==> src/rtl/boot_loader_pkg.sv <==
// rtl/boot_loader_pkg.sv - shared state encoding, defaults and helpers for the boot loader
package boot_loader_pkg;

  localparam logic [7:0] SYNC_BYTE_DEFAULT = 8'hA5;

  typedef enum logic [2:0] {
    ST_SYNC = 3'd0,
    ST_AHI  = 3'd1,
    ST_ALO  = 3'd2,
    ST_LHI  = 3'd3,
    ST_LLO  = 3'd4,
    ST_DATA = 3'd5,
    ST_CSUM = 3'd6
  } state_t;

  // Header fields are 12 bits wide: low nibble of the high byte joined with the low byte
  function automatic logic [11:0] cat12(input logic [3:0] hi, input logic [7:0] lo);
    return {hi, lo};
  endfunction

endpackage

==> src/rtl/boot_loader_timeout.sv <==
// rtl/boot_loader_timeout.sv - inter-byte idle counter with clear/enable and expiry flag
module boot_timeout #(
  parameter int TIMEOUT_CYCLES = 100000
) (
  input  logic clk,
  input  logic reset,
  input  logic clear,
  input  logic enable,
  output logic expired
);

  localparam int W = $clog2(TIMEOUT_CYCLES);
  localparam logic [W-1:0] LAST = W'(TIMEOUT_CYCLES - 1);

  logic [W-1:0] count;

  // Count idle cycles; saturate at the last value so the flag cannot wrap away
  always_ff @(posedge clk) begin
    if (reset || clear) begin
      count <= '0;
    end else if (enable && (count != LAST)) begin
      count <= count + 1'b1;
    end
  end

  assign expired = (count == LAST);

endmodule

==> src/rtl/boot_loader.sv <==
// rtl/boot_loader.sv - framed serial image loader writing into the 4096x8 program RAM
module boot_loader
  import boot_loader_pkg::*;
#(
  parameter logic [7:0] SYNC_BYTE      = SYNC_BYTE_DEFAULT,
  parameter int         TIMEOUT_CYCLES = 100000,
  parameter bit         HOLD_ON_RESET  = 1'b1
) (
  input  logic        clk,
  input  logic        reset,
  input  logic        rx_valid,
  input  logic [7:0]  rx_data,
  output logic [11:0] mem_addr,
  output logic [7:0]  mem_data,
  output logic        mem_we,
  output logic        cpu_hold,
  output logic        busy,
  output logic        load_done,
  output logic        load_error
);

  state_t      state;
  logic [11:0] addr_q;
  logic [11:0] len_q;
  logic [7:0]  sum_q;
  logic        tmo_expired;

  // The timer only runs mid-frame and restarts on every received byte
  boot_timeout #(
    .TIMEOUT_CYCLES(TIMEOUT_CYCLES)
  ) u_timeout (
    .clk     (clk),
    .reset   (reset),
    .clear   (rx_valid || (state == ST_SYNC)),
    .enable  (state != ST_SYNC),
    .expired (tmo_expired)
  );

  // Frame parser: header capture, RAM writes, checksum verdict and timeout abort
  always_ff @(posedge clk) begin
    if (reset) begin
      state      <= ST_SYNC;
      addr_q     <= '0;
      len_q      <= '0;
      sum_q      <= '0;
      mem_addr   <= '0;
      mem_data   <= '0;
      mem_we     <= 1'b0;
      busy       <= 1'b0;
      load_done  <= 1'b0;
      load_error <= 1'b0;
      cpu_hold   <= HOLD_ON_RESET;
    end else begin
      mem_we    <= 1'b0;
      load_done <= 1'b0;
      if (rx_valid) begin
        case (state)
          ST_SYNC: begin
            if (rx_data == SYNC_BYTE) begin
              state      <= ST_AHI;
              busy       <= 1'b1;
              load_error <= 1'b0;
              cpu_hold   <= 1'b1;
              sum_q      <= '0;
            end
          end
          ST_AHI: begin
            addr_q[11:8] <= rx_data[3:0];
            state        <= ST_ALO;
          end
          ST_ALO: begin
            addr_q[7:0] <= rx_data;
            state       <= ST_LHI;
          end
          ST_LHI: begin
            len_q[11:8] <= rx_data[3:0];
            state       <= ST_LLO;
          end
          ST_LLO: begin
            len_q[7:0] <= rx_data;
            if (cat12(len_q[11:8], rx_data) != 12'd0) begin
              state <= ST_DATA;
            end else begin
              state <= ST_CSUM;
            end
          end
          ST_DATA: begin
            // cpu_hold is always set here; the gate keeps the CPU's RAM port safe regardless
            mem_we   <= cpu_hold;
            mem_addr <= addr_q;
            mem_data <= rx_data;
            addr_q   <= addr_q + 12'd1;
            sum_q    <= sum_q + rx_data;
            len_q    <= len_q - 12'd1;
            if (len_q == 12'd1) begin
              state <= ST_CSUM;
            end
          end
          ST_CSUM: begin
            if (rx_data == sum_q) begin
              load_done <= 1'b1;
              cpu_hold  <= 1'b0;
            end else begin
              load_error <= 1'b1;
            end
            state <= ST_SYNC;
            busy  <= 1'b0;
          end
          default: begin
            state <= ST_SYNC;
            busy  <= 1'b0;
          end
        endcase
      end else if (tmo_expired && (state != ST_SYNC)) begin
        load_error <= 1'b1;
        state      <= ST_SYNC;
        busy       <= 1'b0;
      end
    end
  end

endmodule

==> config.mk <==
export PLATFORM = sky130hd
export DESIGN_NAME = boot_loader
export DESIGN_NICKNAME = d
export VERILOG_FILES = /design/src/rtl/boot_loader_pkg.sv /design/src/rtl/boot_loader_timeout.sv /design/src/rtl/boot_loader.sv
export SDC_FILE = /design/constraint.sdc
export NUM_CORES = 1
export LEC_CHECK = 0
export ABC_CLOCK_PERIOD_IN_PS = 2400
export BUFFER_PORTS_ARGS = -buffer_cell sky130_fd_sc_hd__buf_2
export CAP_MARGIN = 20
export CORE_MARGIN = 8
export CORE_UTILIZATION = 45
export DETAILED_ROUTE_END_ITERATION = 8
export HOLD_SLACK_MARGIN = 0.03
export PLACE_DENSITY = 0.74
export SYNTH_ARGS = -nofsm -noshare
export SYNTH_HDL_FRONTEND = slang
export SYNTH_SLANG_ARGS = --single-unit
export TNS_END_PERCENT = 10
==> constraint.sdc <==
create_clock -name clk -period 2.4 [get_ports clk]
set_input_delay 0.12 -clock clk [delete_from_list [all_inputs] [get_ports clk]]
set_output_delay 0.12 -clock clk [all_outputs]
set_load 0.05 [all_outputs]
==> results.toml, run 1 <==
[die]
core_sq_um = 8678
initial_core_util_pct = 46.14
die_x_um = 110.3
dieArea_sq_um = 12170
io_pins = 36
rows = 34
chipHeight_um = 110.3

[critical_path]
path_cells = "and3b_1 > buf_4 > nor2_1 > nor3_1 > nor2_1 > a311oi_1"
slowest_stage = "dfxtp_1"
reg2reg_from = "state[2]"
critPathBufInv = 1
reg2regPathDepth = 6
cp_top_family = "simple AND/OR/NAND/NOR gates"
worstPathArrival_ns = 2.29
worstSetupEndpointType = "register"
path_class = "reg -> reg"
cpMostUsedCell = "nor2_1"
cp_max_fo = 15
start_kind = "register"
reg2reg_to = "len_q[8]"
worst-path-stages = 6
startpoint = "state[2]"
r2r_setup_slack_ns = 0.38
cp.required_ns = 2.67
max_stage_delay_ns = 0.58

[synthesis]
synth_edf_count = 0
synth_area_per_cell_sq_um = 7.928
ys_top_cells_by_count = "dfxtp_1 (77), nand2_1 (74), a21oi_1 (55)"
syn_nets = 528
synth_area_leader_cell = "dfxtp_1"
synth-seq-cells = 77
synth.top_cells.by_area = "dfxtp_1 (39%), nand2_1 (6.9%), a21oi_1 (6.9%), nor2_1 (4.7%), ha_1 (3.4%)"
yosysUniqueCellTypes = 58
synth_cells = 505
yosysMostFrequentCell = "dfxtp_1"
synth-warning-count = 0
yosysTopAreaCellShare_pct = 38.50
ys_seq_area_share_pct = 38.50
synth_area_sq_um = 4004
synth_ff_type = "dfxtp_1"
synthArstFlopShare_pct = 0

[clocking]
cts.sinks = 77
path_clk_slew_ns = 0.09
cts_tree = "done"
cts_hold_buf = 0
post_cts_buffers = 0
clock_tree.buffer_depth = 2
cts_root_buf = "clkbuf_8"
htree_num_levels = 3
cts_resized = 0
clock_latency_ns = 0.36
cts_buffers = 9

[sta]
fin_tns_setup_ns = 0
worst_pin_slew_ns = 0.6898
period_minus_slack_ns = 2.023
min_period_over_period_pct = 84.28
fin_ws_ns = 0.3772
finalSetupViolCount = 0
hold_viol_final = 0
rsz0062_at_grt = "false"
fmax_ghz = 0.4944
finClkSkew_ns = 0.009735
max_slew_margin_pct = 53.70
slew_viol_final = 0

[routing]
wirelength_mm = 9.831
drc = 0
wl_met3_um = 825
wl_met1_mm = 4.338
routedWlPerCell_um = 15.27
vias = 3779
antenna_left = 0
first_iter_violations = 258
viasPerCell = 5.868
wl_met2_mm = 4.488
highest_layer = "met4"
dr.pass1.iters = 4

[placement]
place_congestion = 0.9367
pre_cts_ws_ns = 0.4448
io_buffers = 35
place_hpwl_mm = 7.164

[status]
status = "finished clean"

[cells_and_area]
num_antenna_cells = 0
fin_nets = 554
seq_area_sq_um = 1541
area_growth_syn_to_layout_pct = 11.69
drive_gt1_share_pct = 13.62
multi_input_area_sq_um = 2303
fillers = 859

[grt]
grt_pass1_wl_mm = 16.31
grt.total_usage_pct = 16.65
grt_pass1_vias = 3459
antenna_found_initial = 0
grt_max_degree = 39
grt-ovfl-total = 0

[worst_hold_path]
min_path_type = "in -> reg"
hp-start = "rx_data[5]"
min_path_cells = 3
holdPathEnd = "mem_data[5]"

[job]
cap_violations = 0

[power]
leakage_nw = 1.680
power_per_cell_area_nw_per_um2 = 535.1
vdd_drop_max_uv = 280.1
worst reg2reg max path: stages (launching register included):
cell,delay [ns]
dfxtp_1,0.58
and3b_1,0.50
buf_4,0.25
nor2_1,0.10
nor3_1,0.22
nor2_1,0.06
a311oi_1,0.24
cell usage in the layout (no fill, tap or decap), types with 4 or more instances in the layout:
cell and count:
nand3_1 12, nor3_1 11, nand2_1 74, o21ai_1 4, and3_1 7, ha_1 11
buf_4 12, xnor2_1 7, nand3b_1 7, inv_1 6, xor2_1 11, a21o_1 6
buf_2 35, and2_1 6, dfxtp_1 77, or3_1 11, o21ai_0 23, clkbuf_8 9
nand4_1 7, and4_1 4, a21oi_1 55, nor2_1 50, o22ai_1 4, o21a_1 6
a211oi_1 9, a22oi_1 7
power breakdown:
group | leakage (nW) | internal [W] | switching, W
clock network | 0.103 | 0.000497 | 0.000528
registers | 0.620 | 0.00128 | 0.000000166
logic | 0.958 | 0.0000274 | 0.0000650
metrics by stage:
stage	area, sq um	hold WS (ns)	cells	utilization (%)	total power, W
global route	4472	0.05124	644	51.53	0.002484
finish	4472	0.06865	644	51.53	0.002393
CTS	4472	0.04315	644	51.53	0.002419
global placement	4268	0.4369	628	49.18	0.001396
detailed placement	4268	0.4385	628	49.18	0.001396
floorplan	4004	0.2560	505	-	0.001362
cell type report:
class	instances	share of cell area, %
tap	108	3.022
clock inverter	7	1.791
timing repair buffer	47	5.932
inverter	6	0.5036
multi-input combinational	390	51.51
sequential	77	34.47
clock buffer	9	2.770
metal layers:
layer / GRT usage, % / vias up
met1: 21.44 / 1755
met2: 26.38 / 139
met4: 5.709 / 0
met3: 4.360 / 21
li1: - / 1864
met5: 0 / -
state kept, by name, indices dropped and copies added (netlist names), 3 cells and up:
name,flops
addr_q,12
u_timeout.count,17
mem_data,8
sum_q,8
len_q,12
mem_addr,12
state,3
cells by family after synthesis:
kind of cell / after synthesis / share of synthesized area (%)
AND/OR/NAND/NOR: 218 / 27.34
AO/OA/AOI/OAI: 141 / 22.06
flip-flops: 77 / 38.50
buffers and inverters: 38 / 3.969
adder cells (fa/ha/maj): 12 / 3.937
XOR/XNOR: 18 / 3.937
multiplexers: 1 / 0.2500
how the worst max path moves through the flow:
stage / to / slack [ns]
after floorplan: state[1] / 0.55
after global placement: state[1] / 0.48
after detailed placement: addr_q[2] / 0.44
after CTS: addr_q[2] / 0.43
after global routing: len_q[8] / 0.20
final: len_q[8] / 0.38
Power figures use the tool's default switching activity.
==> run 2, diff against run 1 <==
- ABC_AREA: not set -> 1
- ABC_CLOCK_PERIOD_IN_PS: 2400 -> 1800
- PLACE_DENSITY: 0.74 -> 0.76
- clock period: 2.4 -> 1.8 ns (I/O delays scaled with it)
==> run 2 against run 1 <==
Critical path depth rose by 1. Worst hold slack got worse by 0.026 ns. Power rose by 150%. Non-clock buffer count fell by 4. Register-to-register slack got worse by 0.24 ns. Largest cell class unchanged. Largest power group is now combinational cells. Highest routed layer unchanged.
==> results.toml, run 2 <==
[status]
status = "finished clean"

[synthesis]
yosysUniqueCellTypes = 43
synth_area_sq_um = 4314
synth-seq-cells = 77
ys_seq_area_share_pct = 35.73
synth-warning-count = 0
synthArstFlopShare_pct = 0
synth_ff_type = "dfxtp_1"
synth_cells = 642
synth.top_cells.by_area = "dfxtp_1 (36%), nand2_1 (12%), a21oi_1 (7.4%), nor2_1 (6.7%), o21ai_0 (6.0%)"
synth_edf_count = 0
synth_area_leader_cell = "dfxtp_1"
syn_nets = 665
ys_top_cells_by_count = "nand2_1 (143), dfxtp_1 (77), nor2_1 (77)"
synth_area_per_cell_sq_um = 6.720
yosysMostFrequentCell = "nand2_1"
yosysTopAreaCellShare_pct = 35.73

[sta]
finClkSkew_ns = 0.01032
fmax_ghz = 0.6024
slew_viol_final = 0
worst_pin_slew_ns = 0.4274
fin_ws_ns = 0.1400
max_slew_margin_pct = 71.45
hold_viol_final = 0
period_minus_slack_ns = 1.660
fin_tns_setup_ns = 0
rsz0062_at_grt = "false"
hold_ws_ns = 0.04251
min_period_over_period_pct = 92.22
finalSetupViolCount = 0

[grt]
grt-ovfl-total = 0
grt_pass1_wl_mm = 18.40
antenna_found_initial = 0
grt_max_degree = 45
grt.total_usage_pct = 16.96
grt_pass1_vias = 4011

[critical_path]
slowest_stage = "dfxtp_1"
start_kind = "register"
path_cells = "inv_2 > nor2_4 > nand2_4 > nor2_8 > o21ai_1 > a21oi_1 > nor2_1"
path_class = "reg -> reg"
cp_max_fo = 15
worstPathArrival_ns = 1.90
worstSetupEndpointType = "register"
max_stage_delay_ns = 0.40
cp.required_ns = 2.04

[cells_and_area]
mostFrequentLayoutCells = "nand2_1 (143), nor2_1 (77), dfxtp_1 (76), a21oi_1 (64), inv_1 (59)"
seq_area_sq_um = 1543
largest_reg_flops = 17
fillers = 923
fin_nets = 699
multi_input_area_sq_um = 2401
postLayoutCoreUtil_pct = 52.08
area_growth_syn_to_layout_pct = 12.07
mostFrequentLayoutCell = "nand2_1"
drive_gt1_share_pct = 12.63
largest-register = "u_timeout.count"
num_antenna_cells = 0

[clocking]
cts_root_buf = "clkbuf_8"
cts_hold_buf = 0
clock_latency_ns = 0.35
cts_buffers = 9
cts_tree = "done"
clock_tree.buffer_depth = 2
cts.sinks = 77
htree_num_levels = 3
path_clk_slew_ns = 0.08
post_cts_buffers = 0

[die]
initial_core_util_pct = 46.47
rows = 35
die_x_um = 113.9
io_pins = 36
core_sq_um = 9284
chipHeight_um = 113.9
dieArea_sq_um = 12980

[routing]
viasPerCell = 5.386
wl_met1_mm = 4.981
wl_met3_um = 629
highest_layer = "met4"
dr.pass1.iters = 6
vias = 4363
first_iter_violations = 364
antenna_left = 0
routedWlPerCell_um = 13.52
wirelength_mm = 10.95
drc = 0
wl_met2_mm = 5.102

[worst_hold_path]
min_path_type = "in -> reg"

[power]
leakage_nw = 2.070
power_per_cell_area_nw_per_um2 = 1230
vdd_drop_max_uv = 515.8

[placement]
place_congestion = 0.9432
place_hpwl_mm = 7.842
pre_cts_ws_ns = 0.06953
io_buffers = 35

[job]
cap_violations = 0
==> run 2: cell types whose count changed after synthesis, moves of 7 or more <==
cell,previous run,this run
nand2_1,74,143
inv_1,6,59
nand3_1,12,47
o21ai_0,23,52
nor2_1,50,77
clkbuf_1,24,6
or3_1,11,0
a211oi_1,9,0
a21oi_1,55,64
o21ai_1,4,13
a22oi_1,7,0
and3_1,7,0
==> run 2: worst paths after layout <==
path,from,end,slack (ns),cells past startpoint
setup / recovery,state[0],state[1],0.14,7
hold / removal,rx_data[3],mem_data[3],0.04,3
setup reg to reg,state[0],state[1],0.14,7
hold reg to reg,len_q[11],len_q[11],0.47,2
==> run 2: layout make-up <==
| cell class | instances | share of cell area (%) |
|---|---|---|
| multi-input combinational | 478 | 49.66 |
| sequential | 77 | 31.91 |
| inverter | 67 | 5.461 |
| timing repair buffer | 43 | 5.124 |
| tap | 129 | 3.339 |
| clock buffer | 13 | 3.080 |
| clock inverter | 3 | 1.423 |
==> run 2: what timing repair did <==
| action | in CTS | in global routing |
|---|---|---|
| hold endpoints to repair | 0 | 0 |
| setup endpoints to repair | 0 | 19 |
| resized for setup | 0 | 4 |
==> run 2: critical path: cells and delay by family, from the launching register on <==
family / cells / cell delay [ns]
DFF: 1 / 0.40
buffers and inverters: 1 / 0.08
AOI/OAI and AO/OA: 2 / 0.44
and+or+nand+nor: 4 / 0.63
==> run 2: kinds of logic (layout without fill, tap and decap cells) <==
kind of cell | count (synthesis) | in the layout | synth area share, %
flip-flops | 77 | 77 | 35.73
buffers and inverters | 87 | 126 | 9.020
AND/OR/NAND/NOR | 311 | 311 | 31.82
adder cells (fa/ha/maj) | 12 | 12 | 3.654
AO/OA/AOI/OAI | 146 | 146 | 17.95
XOR/XNOR | 9 | 9 | 1.827
==> run 2: per-stage QoR <==
| step | cell area, sq um | cells | power (W) |
|---|---|---|---|
| finish | 4835 | 810 | 0.005949 |
| global route | 4835 | 810 | 0.006321 |
| CTS | 4816 | 810 | 0.005955 |
| detailed placement | 4598 | 794 | 0.004487 |
| global placement | 4598 | 794 | 0.004390 |
| floorplan | 4314 | 642 | 0.004026 |
==> run 2: report_power, final <==
part	internal, W	switching (W)
sequential	0.00190	0.000220
clock	0.000824	0.000640
combinational	0.000699	0.00166
==> run 2: per-layer routing <==
layer | up-vias | track usage (%)
li1 | 2181 | -
met1 | 2002 | 21.05
met2 | 158 | 28.32
met3 | 22 | 3.487
met4 | 0 | 6.122
met5 | - | 0
